## src/rtl/spi_master.sv

```systemverilog
// spi_master: 16-bit SPI master, SPI_CLK idles low, MOSI launched on rising and MISO sampled on falling SPI_CLK edges.
// Build option: define SPI_MASTER_LOOPBACK_EN to receive the internal MOSI stream instead of the MISO port.
module spi_master #(
    parameter int CLK_DIV = 4
) (
    input  logic        SYS_CLK,
    input  logic        SYS_RST_N,
    input  logic [15:0] TX_DATA,
    input  logic        TX_VALID,
    output logic        TX_READY,
    output logic [15:0] RX_DATA,
    output logic        RX_VALID,
    output logic        BUSY,
    output logic        SPI_CLK,
    output logic        SSEL,
    output logic        MOSI,
    input  logic        MISO
);
    typedef enum logic [2:0] {IDLE, SETUP, SHIFT, HOLD, GAP} state_t;
    localparam logic [7:0] LP_RELOAD = 8'(CLK_DIV - 1);
    state_t      r_state;
    logic        r_armed;
    logic [7:0]  r_cnt;
    logic [4:0]  r_bit;
    logic [15:0] r_tx;
    logic [15:0] r_rx;
    logic [15:0] r_rx_data;
    logic        r_rx_valid;
    logic        r_sclk;
    logic        r_ssel;
    logic        r_mosi;
    logic        w_tick;
    logic        w_ready;
    logic        w_sdi;
    assign w_tick  = r_cnt == 8'd0;
    // r_armed keeps TX_READY low while reset is held, even though the state is already IDLE
    assign w_ready = r_armed && (r_state == IDLE);
`ifdef SPI_MASTER_LOOPBACK_EN
    logic w_unused_miso;
    assign w_unused_miso = MISO;
    assign w_sdi = r_mosi;
`else
    assign w_sdi = MISO;
`endif
    always_ff @(posedge SYS_CLK) begin
        if (!SYS_RST_N) begin
            r_state    <= IDLE;
            r_armed    <= 1'b0;
            r_cnt      <= 8'd0;
            r_bit      <= 5'd0;
            r_tx       <= 16'h0000;
            r_rx       <= 16'h0000;
            r_rx_data  <= 16'h0000;
            r_rx_valid <= 1'b0;
            r_sclk     <= 1'b0;
            r_ssel     <= 1'b1;
            r_mosi     <= 1'b0;
        end else begin
            r_armed    <= 1'b1;
            r_rx_valid <= 1'b0;
            if (r_state != IDLE) r_cnt <= w_tick ? LP_RELOAD : r_cnt - 8'd1;
            case (r_state)
                IDLE: if (TX_VALID && w_ready) begin
                    r_tx    <= TX_DATA;
                    r_ssel  <= 1'b0;
                    r_cnt   <= LP_RELOAD;
                    r_state <= SETUP;
                end
                SETUP: if (w_tick) begin
                    r_bit   <= 5'd0;
                    r_state <= SHIFT;
                end
                // each tick is one half-period: launch on the rising half, capture on the falling half
                SHIFT: if (w_tick) begin
                    r_sclk <= ~r_sclk;
                    r_bit  <= r_bit + 5'd1;
                    if (!r_sclk) begin
                        r_mosi <= r_tx[15];
                        r_tx   <= {r_tx[14:0], 1'b0};
                    end else begin
                        r_rx <= {r_rx[14:0], w_sdi};
                    end
                    if (r_bit == 5'd31) r_state <= HOLD;
                end
                HOLD: if (w_tick) begin
                    r_ssel     <= 1'b1;
                    r_mosi     <= 1'b0;
                    r_rx_data  <= r_rx;
                    r_rx_valid <= 1'b1;
                    r_state    <= GAP;
                end
                GAP: if (w_tick) r_state <= IDLE;
                default: r_state <= IDLE;
            endcase
        end
    end
    assign TX_READY = w_ready;
    assign BUSY     = r_state != IDLE;
    assign RX_DATA  = r_rx_data;
    assign RX_VALID = r_rx_valid;
    assign SPI_CLK  = r_sclk;
    assign SSEL     = r_ssel;
    assign MOSI     = r_mosi;
endmodule

```

## config.mk

```make
export PLATFORM = sky130hd
export DESIGN_NAME = spi_master
export DESIGN_NICKNAME = d
export VERILOG_FILES = /design/src/rtl/spi_master.sv
export SDC_FILE = /design/constraint.sdc
export NUM_CORES = 1
export LEC_CHECK = 0
export BUFFER_PORTS_ARGS = -buffer_cell sky130_fd_sc_hd__buf_4
export CORE_ASPECT_RATIO = 1.75
export CORE_UTILIZATION = 60
export DETAILED_ROUTE_END_ITERATION = 10
export HOLD_SLACK_MARGIN = 0.15
export PLACE_DENSITY_LB_ADDON = 0.08
export SLEW_MARGIN = 10
export SYNTH_ARGS = -nofsm -noshare
export SYNTH_HDL_FRONTEND = slang
export SYNTH_SLANG_ARGS = --single-unit
export TNS_END_PERCENT = 50
```

## constraint.sdc

```tcl
create_clock -name SYS_CLK -period 5.6 [get_ports SYS_CLK]
set_input_delay 1.12 -clock SYS_CLK [delete_from_list [all_inputs] [get_ports SYS_CLK]]
set_output_delay 1.12 -clock SYS_CLK [all_outputs]
set_load 0.05 [all_outputs]
```

# After elaboration in Yosys (flattened, before gate mapping)
# Index checks and enable logic that the tools add are counted.
[classes] n_addsub=2 eq_ne=12 muxes=27 bitwise_logic=1 reduce_logical=18
[op_table] op="two-way mux 16 bit" count=3
[op_table] op="two-way mux 8 bit" count=4
[op_table] op="case mux 16 bit (2 select lines)" count=1
[op_table] op="two-way mux 3 bit" count=6
[op_table] op="case mux 3 bit (5 select lines)" count=1
[op_table] op="!= test 2 bit (second input constant)" count=6
[op_table] op="two-way mux 5 bit" count=2
[op_table] op="case mux 5 bit (2 select lines)" count=1
[op_table] op="AND reduction 3 bit" count=3
[op_table] op="zero test 8 bit" count=1
[op_table] op="AND reduction 4 bit" count=2
[op_table] op="nonzero test 2 bit" count=4
[op_table] op="subtractor 8 x 1 -> 8 bit (second input constant)" count=1
[op_table] op="two-way mux 1 bit" count=7
[op_table] op="equality test 3 x 2 -> 1 bit (second input constant)" count=2
[op_table] op="AND reduction 2 bit" count=3
[op_table] op="AND reduction 6 bit" count=1
[op_table] op="adder 5 x 1 -> 5 bit (second input constant)" count=1
[op_table] op="equality test 5 bit (second input constant)" count=1
[op_table] op="case mux 1 bit (2 select lines)" count=2
[op_table] op="equality test 3 x 1 -> 1 bit (second input constant)" count=1
[op_table] op="equality test 3 bit (second input constant)" count=1
[op_table] op="zero test 3 bit" count=1
[op_table] op="nonzero test 3 bit" count=1
[op_table] op="other kinds (3)" count=4
[totals] register_bits=69 out_inout_bits=22 word_cells=71

# Longest topological paths before layout
# Gate-level depths: netlist (run 1).
[depth] depth_word=5 ltp_mapped=8 depth_no_buf=7

# Worst setup path after synthesis (run 1)
# Ideal clock, no wire load.
[synth_path] path_kind="input-to-reg" from="in TX_VALID" to="reg r_state[2]" setup_ps=76 t_arrival_ps=2365 setup_slack_ps=3158 cell_stages=4 cell_sequence="a2111oi_1 -> a21oi_1 -> a21boi_0 -> o22ai_1"
[synth_between] elab_chain_cells=3
[synth_lines] element="start: declaration" line_no="9" source="input logic TX_VALID,"
[synth_lines] element="logical AND 1 bit" line_no="63" source="IDLE: if (TX_VALID && w_ready) begin"
[synth_lines] element="!= test 2 x 1 -> 1 bit (no line)"
[synth_lines] element="AND reduction 6 bit (no line)"
[synth_lines] element="end signal: assignment" line_no="67" source="r_state <= SETUP;"
[synth_lines] element="end signal: assignment" line_no="71" source="r_state <= SHIFT;"
[synth_lines] element="end signal: assignment" line_no="83" source="if (r_bit == 5'd31) r_state <= HOLD;"
[synth_lines] element="end: declaration" line_no="21" source="state_t r_state;"
# Every way passes these cells.
# A chain may end at the register's enable or synchronous reset.

# Final worst setup path (run 1)
[layout_path] from="reg r_state[1]" to="reg r_rx[9]"
[layout_between] elab_chain_cells=2
[layout_lines] element="start signal: assignment" line_no="47" source="r_state <= IDLE;"
[layout_lines] element="start signal: assignment" line_no="67"
[layout_lines] element="start signal: assignment" line_no="71"
[layout_lines] element="equality test 3 x 2 -> 1 bit" line_no="62" source="case (r_state)"
[layout_lines] element="AND reduction 3 bit (no line)"
[layout_lines] element="end signal: assignment" line_no="81" source="r_rx <= {r_rx[14:0], w_sdi};"
[layout_lines] element="end: declaration" line_no="26" source="logic [15:0] r_rx;"
# Every way passes these cells.

==> results of run 1 <==
==> final timing paths <==
path / from / endpoint / cells after the start
setup reg to reg: r_state[1] / r_rx[9] / 4
hold reg to reg: SSEL / SSEL / 2
hold / removal: SSEL / SSEL / 2
setup / recovery: r_state[1] / r_rx[9] / 4
==> state kept, by name, indices dropped and copies added, names as in the netlist <==
signal and flops:
RX_DATA 16, r_rx 16, r_tx 16, r_cnt 8, r_bit 5, r_state 3, MOSI 1, RX_VALID 1
SPI_CLK 1, SSEL 1, r_armed 1
==> cells in the mapped netlist (all sizes together) (2+ instances only) <==
cell / n
dfxtp: 69
nand2: 58
nand3: 26
nor3: 22
o21ai: 22
a22o: 16
a311oi: 15
clkbuf: 15
a21oi: 10
buf: 10
nor2: 10
inv: 5
a31oi: 4
nand4: 4
or3: 4
and3: 3
ha: 3
nand3b: 3
nor3b: 3
o21a: 3
a22oi: 2
nor4b: 2
or4: 2
==> stage by stage <==
stage	util (%)	hold slack (ns)	power, mW
finish	72.4	0.457	1.59
floorplan	-	0.436	1.08
detailed placement	68.1	0.450	1.19
global placement	68.1	0.431	1.18
global route	72.4	0.489	1.69
CTS	72.4	0.460	1.60
==> layout make-up <==
type | count | area [sq um] | share of cell area, %
Clock buffer | 10 | 138 | 4.08
Sequential cell | 69 | 1380 | 40.9
Inverter | 6 | 22.5 | 0.667
Clock inverter | 6 | 62.6 | 1.85
Timing Repair Buffer | 44 | 330 | 9.79
Multi-Input combinational cell | 225 | 1380 | 40.8
Tap cell | 52 | 65.1 | 1.93
==> routing by layer <==
layer  wire length [microns]  GRT usage, %  part of all wire (%)  vias up
met1                    2460          30.0                    42     1163
met3                     163          5.83                   2.8       13
met4                     161          16.2                   2.7        0
met2                    3070          44.2                    52       49
li1                        -             -                     -     1246
met5                       0             0                     0        -
==> critical path: stages (launching register included) <==
cell and delay (ns):
dfxtp_1 0.49, nor3b_2 0.88, nand4_1 0.96, nand3_1 0.32, o21ai_0 0.12
==> power breakdown <==
group | internal (mW) | total (mW) | switching, mW | leakage (nW)
logic | 0.200 | 0.562 | 0.362 | 0.611
clock network | 0.216 | 0.403 | 0.188 | 0.0943
registers | 0.560 | 0.629 | 0.0687 | 0.560
==> cells by family (layout without fill, tap and decap cells) <==
family / Yosys count / in the layout
XOR/XNOR: 2 / 2
multiplexers: 1 / 1
flip-flops: 69 / 69
adder cells (fa/ha/maj): 3 / 3
buffers and inverters: 31 / 66
AND/OR/NAND/NOR: 142 / 142
AO/OA/AOI/OAI: 77 / 77
==> out/metrics.cfg, run 1 <==
[outcome]
outcome=completed

[cells_and_area]
drive_gt1_share_pct=21.1
area_delta_synth_final_pct=16.6
layout_commonest_cell=dfxtp_1
stdcell_count=412
final_cell_mix=dfxtp_1 (69), nand2_1 (58), buf_4 (44), nand3_1 (26), o21ai_0 (21)
n_antenna_cell=0
fill_cells=397
final_nets=378
fin_area_sq_um=3380

[route]
avgRoutedWirePerCell_microns=14.2
avgViaCountPerCell=6.00
firstDrtPassIters=4
dr_total_vias=2471
drtAntennaViolNets=0
drtIter0Drc=49
drt-total-wl_microns=5860
drc_errors=0

[synth]
synthCells=325
synth_nets=348
async_reset_ff_share_pct=0
yosysSeqAreaShare_pct=47.7
synth_area_leaders=dfxtp_1 (48%), nand2_1 (7.5%), a22o_1 (4.8%)
avgSynthCellArea_sq_um=8.90
synth_xor_area_share_pct=0.605
synth_mux_area_share_pct=0.346
yosysUniqueCellTypes=45
synth_flop_cell=dfxtp_1
synth_simple_gate_area_share_pct=24.9
synth_warnings=0
synth_top_area_share_pct=47.7
netlist_area_sq_um=2890
synth_adder_area_share_pct=1.30
synth_top_family_by_area=simple AND/OR/NAND/NOR gates
yosysTopAreaCell=dfxtp_1
synth_compound_area_share_pct=20.4
synth-edff-count=0
ys_seq_elements=69

[cts]
clk_latency_ns=0.35
cts_resized=0
clock_sinks=69
cts_post_setup_buffers_inserted=0
htreeDepth=3
cts_buffers=9
clockRootBuffer=clkbuf_8
clk_pin_slew_ns=0.07
clock_path_buffers=2
cts_tree=yes
cts_hold_buf=0

[floorplanning]
start_util_pct=62.0
ioPinCount=42
rows=33
fp.dieArea_sq_um=5120
coreArea_sq_um=4670
fp.dieH_microns=93.9
die-width_microns=54.5

[timing]
setup_tns_ns=0
fin_crit_ns=2.92
fin_crit_sh_pct=52.2
drv_slew=0
finClkSkew_ns=0.00630
hold_viol=0
rsz0062_at_grt=no
relSlewSlack_pct=32.2
max_freq_mhz=342
finalSetupViolCount=0
worst_slack_ns=2.68
worst_pin_slew_ns=1.01

[global_route]
grt_use_total_pct=26.9
grt_max_degree=40
antenna_found_initial=0
grt_remaining_overflow=0
grt_pass1_wl_microns=9920
grt_pass1_vias=2292

[pwr]
leakage_nw=1.27
p_per_area_nw_per_um2=472
max-vdd-ir-drop_mv=0.363

[job]
cap_violations=0

[placed_design]
placed_cell_area_sq_um=3180
dpl.hpwl_microns=3990
gp_congestion=0.750
pre_cts_slack_ns=2.62
dp.cells=396
io_buffers=41

[setup_path]
cp_max_fo=30
arrival_ns=3.12
required_ns=5.79
crit_type=reg -> reg
worstSetupEndpointType=flop
rrSetupSlack_ns=2.68
worstSetupStartpointType=flop

[worst_hold_path]
hp-class=reg -> reg

Note: power is estimated with default switching activity, not from simulation.
==> run 2: changes to the inputs <==
CORE_UTILIZATION = 51   (was 60)
clock period = 2.6 ns   (was 5.6 ns; I/O delays follow)
==> run 2 against run 1 <==
Net effect:
- power up 110%
- count of clock-buffer cells in the layout up 3
- non-clock buffer count up 8
- highest routed layer unchanged
==> out/metrics.cfg, run 2 (synthesized netlist as in run 1, its figures left out) <==
[outcome]
outcome=completed

[timing]
worst_pin_slew_ns=0.622
setup_tns_ns=0
fin_crit_sh_pct=85.6
worst_slack_ns=0.374
finClkSkew_ns=0.00443
fin_crit_ns=2.23
relSlewSlack_pct=58.5
drv_slew=0
rsz0062_at_grt=no
max_freq_mhz=449
finalSetupViolCount=0
hold_viol=0

[route]
firstDrtPassIters=4
drtAntennaViolNets=0
drt-total-wl_microns=6160
avgRoutedWirePerCell_microns=13.9
avgViaCountPerCell=5.62
drc_errors=0
dr_total_vias=2491
drtIter0Drc=82

[setup_path]
arrival_ns=2.45
cp_max_fo=6
worstSetupEndpointType=flop
slowest_stage=or4_1
crit_type=reg -> reg
worstPathCellList=inv_1 > ha_1 > or4b_1 > or4_1 > a22oi_1 > nor2_1
max_stage_delay_ns=0.65
required_ns=2.82
worstSetupStartpointType=flop

[placed_design]
io_buffers=41
gp_congestion=0.806
dp.cells=428
pre_cts_slack_ns=0.380
dpl.hpwl_microns=4150

[floorplanning]
die-width_microns=58.9
ioPinCount=42
fp.dieArea_sq_um=5990
fp.dieH_microns=102
start_util_pct=52.7
rows=36
coreArea_sq_um=5500

[cts]
htreeDepth=3
cts_resized=0
clock_path_buffers=2
clk_latency_ns=0.33
cts_hold_buf=0
clk_pin_slew_ns=0.06
cts_buffers=9
clock_sinks=69
cts_post_setup_buffers_inserted=0
cts_tree=yes
clockRootBuffer=clkbuf_8

[pwr]
intPower_mw=2.06
comb_power_share_pct=38.0
p_switching_mw=1.31
seqPwrFrac_pct=40.5
p_per_area_nw_per_um2=983
max-vdd-ir-drop_mv=0.630
p_clk_share_pct=21.5
leakage_nw=1.29
switching_share_pct=38.9
total_power_mw=3.37

[global_route]
grt_remaining_overflow=0
grt_pass1_wl_microns=9710
antenna_found_initial=0
grt_use_total_pct=21.1
grt_max_degree=40
grt_pass1_vias=2144

[cells_and_area]
drive_gt1_share_pct=21.8
final_cell_mix=dfxtp_1 (69), nand2_1 (58), buf_4 (52), nand3_1 (26), o21ai_0 (21)
layout_commonest_cell=dfxtp_1
regArea_sq_um=1380
area_delta_synth_final_pct=18.3
stdcell_count=443
utilization_pct=62.3
final_nets=386
multi_input_area_sq_um=1380
fill_cells=517
n_antenna_cell=0

[job]
cap_violations=0

[worst_hold_path]
hp-class=reg -> reg

## run 2: cell count changes in the layout (fill, tap and decap cells not counted)
cell	change
clkinvlp_4	-3
bufinv_16	-1
buf_4	+8
clkbuf_1	+3
## run 2: power by group through the flow
stage / logic (mW) / registers [mW] / clock network [mW]
floorplan: 0.987 / 1.34 / 0
global placement: 1.26 / 1.37 / 0
detailed placement: 1.27 / 1.38 / 0
CTS: 1.28 / 1.36 / 0.752
global route: 1.41 / 1.38 / 0.790
finish: 1.28 / 1.36 / 0.725
## run 2: worst paths after layout
| check | startpoint | end | slack, ns | cells after the start |
|---|---|---|---|---|
| max | r_cnt[0] | r_bit[1] | 0.37 | 6 |
| min | SSEL | SSEL | 0.44 | 2 |
| min reg2reg | SSEL | SSEL | 0.44 | 2 |
| max reg2reg | r_cnt[0] | r_bit[1] | 0.37 | 6 |
## run 2: layer usage
metal	vias up	GRT usage (%)	part of all wire [%]
met1	1172	23.8	44
met5	-	0	0
li1	1251	-	-
met4	0	11.2	2.6
met3	16	4.47	3.3
met2	52	36.5	50
## run 2: worst max-delay path, delay by kind of cell, from the launching register on
| family | cells | cell delay, ns |
|---|---|---|
| AOI/OAI and AO/OA | 1 | 0.19 |
| buffers and inverters | 1 | 0.10 |
| adders and majority gates | 1 | 0.22 |
| and+or+nand+nor | 3 | 1.28 |
| DFF | 1 | 0.32 |
## run 2: final cells by class
type | count | share of cell area [%]
flip-flops and latches | 69 | 40.3
clock inverters | 2 | 0.292
well taps | 76 | 2.78
inverters | 6 | 0.658
clock buffers | 13 | 4.35
multi-input cells | 225 | 40.2
repair buffers | 52 | 11.4
## run 2: through the flow
stage	area [sq um]	hold slack [ns]
6_report	3420	0.442
5_1_grt	3420	0.462
4_1_cts	3420	0.429
3_5_place_dp	3270	0.438
3_3_place_gp	3270	0.430
2_1_floorplan	2890	0.436
